==> config.mk <==
export PLATFORM = sky130hd
export DESIGN_NAME = audio_bram_seq
export DESIGN_NICKNAME = d
export VERILOG_FILES = /design/src/rtl/audio_seq_pkg.sv /design/src/rtl/seq_valid_pipe.sv /design/src/rtl/audio_bram_seq.sv
export SDC_FILE = /design/constraint.sdc
export NUM_CORES = 1
export LEC_CHECK = 0
export BUFFER_PORTS_ARGS = -buffer_cell sky130_fd_sc_hd__buf_2
export CAP_MARGIN = 10
export CORE_MARGIN = 2
export CORE_UTILIZATION = 50
export CTS_CLUSTER_SIZE = 10
export DETAILED_ROUTE_END_ITERATION = 10
export PLACE_DENSITY = 0.8
export REMOVE_ABC_BUFFERS = 1
export SYNTH_ARGS = -nofsm -noshare
export SYNTH_HDL_FRONTEND = slang
export SYNTH_SLANG_ARGS = --single-unit
==> constraint.sdc <==
create_clock -name clk_in -period 3.5 [get_ports clk_in]
set_clock_uncertainty 0.1 [all_clocks]
set_input_delay 0.35 -clock clk_in [delete_from_list [all_inputs] [get_ports clk_in]]
set_output_delay 0.35 -clock clk_in [all_outputs]
set_load 0.05 [all_outputs]
==> src/rtl/audio_seq_pkg.sv <==
// Shared state encoding and default geometry for the audio record/playback sequencer.
// Defaults describe a 5 s, 8-bit, 8 kHz sample buffer behind a read-latency-2 BRAM.
package audio_seq_pkg;

  typedef enum logic [1:0] {
    IDLE   = 2'd0,
    RECORD = 2'd1,
    PLAY   = 2'd2,
    DRAIN  = 2'd3
  } seq_state_t;

  localparam int DEF_BRAM_DEPTH   = 40000;
  localparam int DEF_DATA_WIDTH   = 8;
  localparam int DEF_READ_LATENCY = 2;

endpackage

==> src/rtl/seq_valid_pipe.sv <==
// Shift register tracking in-flight BRAM reads; the last stage marks douta_in as valid.
// Latency STAGES cycles from issue_in to out_vld, no backpressure; STAGES must be >= 2.
module seq_valid_pipe #(
  parameter int STAGES = 3
) (
  input  logic clk_in,
  input  logic rst_in,
  input  logic issue_in,
  output logic out_vld,
  output logic empty_out
);

  logic [STAGES-1:0] pipe_q;
  logic [STAGES-1:0] pipe_d;

  always_comb begin
    pipe_d = {pipe_q[STAGES-2:0], issue_in};
  end

  always_ff @(posedge clk_in or posedge rst_in) begin
    if (rst_in) begin
      pipe_q <= '0;
    end else begin
      pipe_q <= pipe_d;
    end
  end

  assign out_vld   = pipe_q[STAGES-1];
  assign empty_out = ~|pipe_q;

endmodule

==> src/rtl/audio_bram_seq.sv <==
// Record/playback sequencer owning the sample BRAM pointers and recorded length.
// Writes land one cycle after sample_valid_in; playback strobes READ_LATENCY+2 cycles after tick_in. AUDIO_SEQ_LOOP_EN selects looped playback.
module audio_bram_seq
  import audio_seq_pkg::*;
#(
  parameter int BRAM_DEPTH   = DEF_BRAM_DEPTH,
  parameter int ADDR_WIDTH   = $clog2(BRAM_DEPTH),
  parameter int DATA_WIDTH   = DEF_DATA_WIDTH,
  parameter int READ_LATENCY = DEF_READ_LATENCY
) (
  input  logic                  clk_in,
  input  logic                  rst_in,
  input  logic                  record_in,
  input  logic                  play_in,
  input  logic                  stop_in,
  input  logic [DATA_WIDTH-1:0] sample_in,
  input  logic                  sample_valid_in,
  input  logic                  tick_in,
  output logic [ADDR_WIDTH-1:0] addra_out,
  input  logic [DATA_WIDTH-1:0] douta_in,
  output logic [ADDR_WIDTH-1:0] addrb_out,
  output logic [DATA_WIDTH-1:0] dinb_out,
  output logic                  web_out,
  output logic [DATA_WIDTH-1:0] sample_out,
  output logic                  sample_valid_out,
  output logic [ADDR_WIDTH:0]   length_out,
  output logic [1:0]            state_out,
  output logic                  busy_out
);

  localparam int PW = ADDR_WIDTH + 1;
  localparam logic [PW-1:0] DEPTH_P = PW'(BRAM_DEPTH);

  seq_state_t state_q, state_d;

  logic [PW-1:0]         wr_ptr_q, wr_ptr_d;
  logic [PW-1:0]         rd_ptr_q, rd_ptr_d;
  logic [PW-1:0]         length_q, length_d;
  logic                  web_q, web_d;
  logic [ADDR_WIDTH-1:0] addrb_q, addrb_d;
  logic [DATA_WIDTH-1:0] dinb_q, dinb_d;
  logic [ADDR_WIDTH-1:0] addra_q, addra_d;
  logic [DATA_WIDTH-1:0] sample_q, sample_d;
  logic                  sample_vld_q, sample_vld_d;

  logic wr_fire;
  logic rd_fire;
  logic wr_full;
  logic last_rd;
  logic pipe_out_vld;
  logic pipe_empty;

  // stop_in wins over a same-cycle sample or tick, so the event is simply dropped
  assign wr_fire = (state_q == RECORD) && sample_valid_in && !stop_in;
  assign rd_fire = (state_q == PLAY) && tick_in && !stop_in;
  assign wr_full = (wr_ptr_q + PW'(1)) == DEPTH_P;
  assign last_rd = rd_ptr_q == (length_q - PW'(1));

  seq_valid_pipe #(
    .STAGES(READ_LATENCY + 1)
  ) u_valid_pipe (
    .clk_in   (clk_in),
    .rst_in   (rst_in),
    .issue_in (rd_fire),
    .out_vld  (pipe_out_vld),
    .empty_out(pipe_empty)
  );

  always_ff @(posedge clk_in or posedge rst_in) begin
    if (rst_in) begin
      state_q <= IDLE;
    end else begin
      state_q <= state_d;
    end
  end

  always_comb begin
    state_d = state_q;
    case (state_q)
      IDLE: begin
        if (record_in) begin
          state_d = RECORD;
        end else if (play_in && (length_q != '0)) begin
          state_d = PLAY;
        end
      end
      RECORD: begin
        if (stop_in || (wr_fire && wr_full)) begin
          state_d = IDLE;
        end
      end
      PLAY: begin
        if (stop_in) begin
          state_d = DRAIN;
        end
`ifndef AUDIO_SEQ_LOOP_EN
        else if (rd_fire && last_rd) begin
          state_d = DRAIN;
        end
`endif
      end
      DRAIN: begin
        if (pipe_empty) begin
          state_d = IDLE;
        end
      end
      default: state_d = IDLE;
    endcase
  end

  always_comb begin
    wr_ptr_d     = wr_ptr_q;
    rd_ptr_d     = rd_ptr_q;
    length_d     = length_q;
    web_d        = 1'b0;
    addrb_d      = addrb_q;
    dinb_d       = dinb_q;
    addra_d      = addra_q;
    sample_d     = sample_q;
    sample_vld_d = pipe_out_vld;

    if (state_q == IDLE) begin
      if (record_in) begin
        wr_ptr_d = '0;
        length_d = '0;
      end else if (play_in && (length_q != '0)) begin
        rd_ptr_d = '0;
      end
    end

    if (state_q == RECORD && stop_in) begin
      length_d = wr_ptr_q;
    end

    if (wr_fire) begin
      web_d    = 1'b1;
      addrb_d  = wr_ptr_q[ADDR_WIDTH-1:0];
      dinb_d   = sample_in;
      wr_ptr_d = wr_ptr_q + PW'(1);
      if (wr_full) begin
        length_d = DEPTH_P;
      end
    end

    if (rd_fire) begin
      addra_d = rd_ptr_q[ADDR_WIDTH-1:0];
`ifdef AUDIO_SEQ_LOOP_EN
      rd_ptr_d = last_rd ? '0 : rd_ptr_q + PW'(1);
`else
      rd_ptr_d = rd_ptr_q + PW'(1);
`endif
    end

    if (pipe_out_vld) begin
      sample_d = douta_in;
    end
  end

  always_ff @(posedge clk_in or posedge rst_in) begin
    if (rst_in) begin
      wr_ptr_q     <= '0;
      rd_ptr_q     <= '0;
      length_q     <= '0;
      web_q        <= 1'b0;
      addrb_q      <= '0;
      dinb_q       <= '0;
      addra_q      <= '0;
      sample_q     <= '0;
      sample_vld_q <= 1'b0;
    end else begin
      wr_ptr_q     <= wr_ptr_d;
      rd_ptr_q     <= rd_ptr_d;
      length_q     <= length_d;
      web_q        <= web_d;
      addrb_q      <= addrb_d;
      dinb_q       <= dinb_d;
      addra_q      <= addra_d;
      sample_q     <= sample_d;
      sample_vld_q <= sample_vld_d;
    end
  end

  always_comb begin
    state_out = state_q;
    busy_out  = (state_q != IDLE);
  end

  assign addra_out        = addra_q;
  assign addrb_out        = addrb_q;
  assign dinb_out         = dinb_q;
  assign web_out          = web_q;
  assign sample_out       = sample_q;
  assign sample_valid_out = sample_vld_q;
  assign length_out       = length_q;

endmodule

# --- Yosys cells after proc, flatten, opt, wreduce, memory -nomap -nowiden ---
# Index checks and enable logic that the tools add are counted.
op_classes:
  add_sub_neg: 3
  n_eq_ne: 10
  muxes: 20
  n_reduce_logical: 21
op_table:
  columns: ["op", "count"]
  rows:
  - ["17-bit two-way mux", 12]
  - ["17-bit by 1-bit adder with 17-bit output, second input constant", 2]
  - ["17-bit by 16-bit equality test with 1-bit output, second input constant", 1]
  - ["17-bit equality test", 1]
  - ["17-bit nonzero test", 1]
  - ["17-bit by 1-bit subtractor with 17-bit output, second input constant", 1]
  - ["2-bit two-way mux", 6]
  - ["2-bit nonzero test", 5]
  - ["1-bit logical AND", 8]
  - ["2-bit case mux with 4 select lines", 1]
  - ["2-bit equality test, second input constant", 2]
  - ["2-bit by 1-bit != test with 1-bit output, second input constant", 2]
  - ["4-bit AND reduction", 1]
  - ["3-bit by 2-bit != test with 1-bit output, second input constant", 1]
  - ["3-bit != test, second input constant", 1]
  - ["3-bit AND reduction", 1]
  - ["3-bit OR reduction", 1]
  - ["2-bit by 1-bit equality test with 1-bit output, second input constant", 1]
  - ["2-bit logical NOT", 1]
  - ["2-bit != test, second input constant", 1]
  - ["2-bit AND reduction", 1]
  - ["1-bit logical NOT", 1]
  - ["1-bit logical OR", 1]
  - ["1-bit two-way mux", 1]
word_totals:
  reg_bits: 106
  in_bits: 23
  out_inout_bits: 70
  elab_cells: 65

# --- Longest topological paths before layout ---
logic_depth:
  word_depth: 7
  mapped_depth: 11
  mapped_depth_nobuf: 8

# --- Modules after synthesis ---
# From an unflattened synthesis, not the netlist that was laid out.
unflattened:
  hier_cells: 584
  area_unflattened_um2: 5276.3
modules_own_cells:
  columns: ["mod", "instances", "cells_each", "area_per_inst_um2", "seq_area_each_um2"]
  rows:
  - ["audio_bram_seq", 1, 579, 5187.5, 2577.5]
  - ["seq_valid_pipe", 1, 5, 88.8, 75.1]

# --- Least setup slack after synthesis ---
# OpenSTA, ideal clock, no wires.
synth_timing:
  path_type: "register to register"
  startpoint: "reg length_q[0] (netlist: length_out[0])"
  endpoint: "reg state_q[0] (netlist: state_out[0])"
  setup_time_ns: 0.135
  arrival_time_ns: 2.302
  t_required_ns: 3.265
  setup_slack_ns: 0.963
  path_stages_with_launch: 9
  n_path_buf: 0
  synth_period_minus_slack_ns: 2.537
  cell_sequence: "dfrtp_1 -> inv_1 -> ha_1 -> nor4b_1 -> a2111oi_0 -> a311o_1 -> o22a_1 -> nand4_1 -> o211ai_1"
synth_via:
  elab_chain_len: 5
  word_cells_on_any_way: 8
  classes_between: "1 x add/sub; 3 x eq/ne; 4 x reduce/logical"
synth_rtl:
  columns: ["item", "line", "rtl"]
  rows:
  - ["start: declaration", "audio_bram_seq.sv:38", "logic [PW-1:0] length_q, length_d;"]
  - ["start signal: assignment", "audio_bram_seq.sv:173", "length_q <= length_d;"]
  - ["17-bit by 1-bit subtractor with 17-bit output", "audio_bram_seq.sv:57", "assign last_rd = rd_ptr_q == (length_q - PW'(1));"]
  - ["17-bit equality test", "audio_bram_seq.sv:57", null]
  - ["1-bit logical AND", "audio_bram_seq.sv:97", "else if (rd_fire && last_rd) begin"]
  - ["3-bit by 2-bit != test with 1-bit output (no line)", null, null]
  - ["4-bit AND reduction (no line) (*)", null, null]
  - ["end signal: assignment", "audio_bram_seq.sv:73", "state_q <= state_d;"]
  - ["end: declaration", "audio_bram_seq.sv:34", "seq_state_t state_q, state_d;"]
# Mark *: on every way between the ends. The rest lies on a longest branch, timed or not.
# A chain may end at the register's enable or synchronous reset.

# --- Worst setup path in the final report ---
layout_timing:
  startpoint: "reg wr_ptr_q[0]"
  endpoint: "reg length_q[11] (netlist: length_out[11])"
layout_via:
  elab_chain_len: 4
layout_rtl:
  columns: ["item", "line", "rtl"]
  rows:
  - ["start: declaration", "audio_bram_seq.sv:36", "logic [PW-1:0] wr_ptr_q, wr_ptr_d;"]
  - ["start signal: assignment", "audio_bram_seq.sv:171", "wr_ptr_q <= wr_ptr_d;"]
  - ["17-bit by 1-bit adder with 17-bit output", "audio_bram_seq.sv:56", "assign wr_full = (wr_ptr_q + PW'(1)) == DEPTH_P;"]
  - ["17-bit by 16-bit equality test with 1-bit output", "audio_bram_seq.sv:56", null]
  - ["17-bit two-way mux", "audio_bram_seq.sv:140", "if (wr_full) begin"]
  - ["17-bit two-way mux", "audio_bram_seq.sv:135", "if (wr_fire) begin"]
  - ["net length_d[11]", "audio_bram_seq.sv:38", null]
# The timed path passes the listed nets, and every way through them passes these cells.

==> results.yml <==
run_status:
  status: "completed"
critical_path:
  worst-setup-path-type: "reg2reg"
  path_cells: "ha_1, nand3_1, nor2_1, a2111oi_0, a41o_1, o2111a_1, a221o_2"
  crit_start: "wr_ptr_q[0]"
  cp_slowest_stage_delay_ns: 0.48
  cp_max_fo: 18
  arrival_ns: 2.90
  slowest_stage: "o2111a_1"
  rr_startpoint: "wr_ptr_q[0]"
  startpoint_type: "flop"
  critPathRequiredTime_ns: 3.67
  crit_path_end_kind: "flop"
route:
  drt_pre_antenna_iters: 5
  drc_errors: 0
  drtAntennaViolNets: 0
  wl_per_cell_um: 15.37
  num_vias: 4478
  first_iter_violations: 254
  via_per_inst: 5.661
  wl_um: 12160
clock_network:
  clk_pin_slew_ns: 0.10
  clock-sinks: 106
  clk_latency_ns: 0.38
  clk_path_buf_depth: 2
  root_buffer: "clkbuf_8"
  cts_tree: "built"
  htreeDepth: 3
  post_cts_buffers: 0
  cts_made_buffers: 9
  ctsHoldBuffers: 0
  cts_resized: 0
finish:
  finalNetCount: 676
  layout-drive-gt1-share_pct: 21.37
  area_delta_synth_final_pct: 12.77
  instances_no_fill: 791
  n_antenna_cell: 0
  fillers: 939
synthesis:
  synth_top_area_cell: "dfrtp_1"
  synth.avg_cell_area_um2: 9.205
  synthArstFlopShare_pct: 100.0
  synth_top_area_share_pct: 49.94
  synth.distinct_cells: 62
  ys_ff_latch: 106
  synth.area.top_cells: "dfrtp_1 50%, nand2_1 9.8%, o21ai_0 4.5%"
  syn_inst: 577
  synth_area_um2: 5311
  synth_edf_count: 0
  yosysWarnings: 0
  yosysSeqAreaShare_pct: 49.94
  yosys_most_used_dff: "dfrtp_1"
sta:
  fin_crit_ns: 2.737
  rsz0062_at_grt: "no"
  worstMarginPinSlew_ns: 0.9915
  setup_ws_ns: 0.7634
  fmax_ghz: 0.3654
  report.final.slew_viol_count: 0
  setup_viol: 0
  relSlewSlack_pct: 33.90
  post-route-period-util_pct: 78.19
  hold_viol: 0
pwr:
  power.net_switching_w: 0.001354
  p_leak_nw: 3.104
  ir_drop_mv: 0.3913
  power_frac_comb_pct: 35.3
  power_density_nw_per_um2: 553.9
  power_frac_seq_pct: 43.4
  switching_share_pct: 40.83
  intPower_w: 0.001963
  clkPwrFrac_pct: 21.3
min_path:
  hp-class: "in2async"
floorplanning:
  die_area_um2: 11460
  die_x_um: 107.1
  rows: 37
  core-area_um2: 10320
  start_util_pct: 51.45
  die_h_um: 107.1
  boundaryPins: 93
global_routing:
  grt_max_degree: 70
  grt-ovfl-total: 0
  grt_pass1_wl_um: 20850
  grt_pass1_vias: 4315
  antenna_found_initial: 0
  track_usage_pct: 22.58
placement:
  numPortBuffers: 92
  place_congestion: 0.8875
  dpl.hpwl_um: 8513
  dp.cells: 775
  post-place-ws_ns: 0.7855
flow_run:
  cap_violations: 0
-- sequential cells by signal (all words and copies together), names as in the netlist --
| register | cells |
|---|---|
| addrb_out | 16 |
| sample_valid_out | 1 |
| addra_out | 16 |
| state_out | 2 |
| web_out | 1 |
| length_out | 17 |
| sample_out | 8 |
| u_valid_pipe.pipe_q | 3 |
| rd_ptr_q | 17 |
| dinb_out | 8 |
| wr_ptr_q | 17 |
-- final cells by class --
class                   count  area [um^2]  share of cell area (%)
flip-flops and latches    106         2653                   44.29
multi-input cells         419         2407                   40.19
repair buffers            101        528.0                   8.816
well taps                 136        170.2                   2.841
clock buffers              11        141.4                   2.361
inverters                  13        51.30                  0.8565
clock inverters             5        38.79                  0.6476
-- critical path, delay by kind of cell, from the launching register on --
kind | cells | cell delay, ns
AO/OA/AOI/OAI | 4 | 1.29
adder cells (fa/ha/maj) | 1 | 0.27
flip-flops | 1 | 0.44
AND/OR/NAND/NOR | 2 | 0.53
-- logic make-up after synthesis --
| family | count (synthesis) | synth area share [%] |
|---|---|---|
| AO/OA/AOI/OAI | 116 | 14.68 |
| buffers and inverters | 52 | 4.735 |
| AND/OR/NAND/NOR | 264 | 23.51 |
| flip-flops | 106 | 49.94 |
| XOR/XNOR | 24 | 3.958 |
| adder cells (fa/ha/maj) | 3 | 0.7068 |
| multiplexers | 12 | 2.474 |
-- through the flow --
stage	hold slack [ns]	TNS [ns]	area (um^2)	total power, W	utilization (%)
after global routing	0.05447	0	5989	0.003498	58.02
after floorplan	0.2545	-2.899	5109	0.002327	-
after CTS	0.04553	0	5989	0.003344	58.02
after detailed placement	0.2752	0	5809	0.002640	56.27
final	0.02758	0	5989	0.003318	58.02
after global placement	0.2610	0	5809	0.002610	56.27
-- final timing paths --
check | end | slack, ns | cells past startpoint
max | length_out[11] | 0.76 | 7
min | dinb_out[5] | 0.03 | 2
max reg2reg | length_out[11] | 0.76 | 7
min reg2reg | u_valid_pipe.pipe_q[1] | 0.30 | 0
max in group asynchronous | wr_ptr_q[14] | 2.48 | 3
min in group clk_in | dinb_out[0] | 0.05 | 3
-- Yosys cell counts, drive strengths merged, types with 2 or more instances --
cell	n
xnor2	11
a21oi	12
nor3b	4
o21ai	48
nor2	32
or4	3
dfrtp	106
o41ai	2
nand4	15
ha	3
a311o	2
clkbuf	27
and2	6
nand4b	2
a21o	3
nor4	7
o31ai	10
nor3	7
and3	9
o211ai	6
nand3	29
inv	12
mux2i	3
mux2	9
a22oi	12
a2111oi	3
nand2	138
buf	12
a221o	5
nor2b	3
a31oi	3
xor2	13
nor4b	2
or4b	2
-- routing by layer --
layer	part of all wire, %	wire, um	track usage [%]	up-vias
li1	-	-	-	2176
met1	44	5317	29.89	2152
met2	49	5985	37.97	136
met3	5.5	674	4.255	14
met4	1.5	179	6.308	0
met5	0	0	0	-
-- cells in the final DEF, fill, tap and decap left out, types with 8 or more instances in the layout --
cell type and count:
clkbuf_8 10, o21ai_0 48, a22oi_1 12, and3_1 8, nand2_1 138, a21oi_1 12
o31ai_1 10, buf_4 9, inv_1 11, xnor2_1 11, nand4_1 15, nor2_1 31
buf_2 92, nand3_1 28, xor2_1 13, dfrtp_1 106, mux2_2 9
-- power groups by stage --
| stage | Clock [W] | Sequential (W) | Combinational, W |
|---|---|---|---|
| floorplan | 0 | 0.00181 | 0.000517 |
| global placement | 0 | 0.00145 | 0.00116 |
| detailed placement | 0 | 0.00146 | 0.00118 |
| CTS | 0.000725 | 0.00144 | 0.00118 |
| global route | 0.000773 | 0.00146 | 0.00127 |
| finish | 0.000707 | 0.00144 | 0.00117 |
Power figures use the tool's default switching activity.
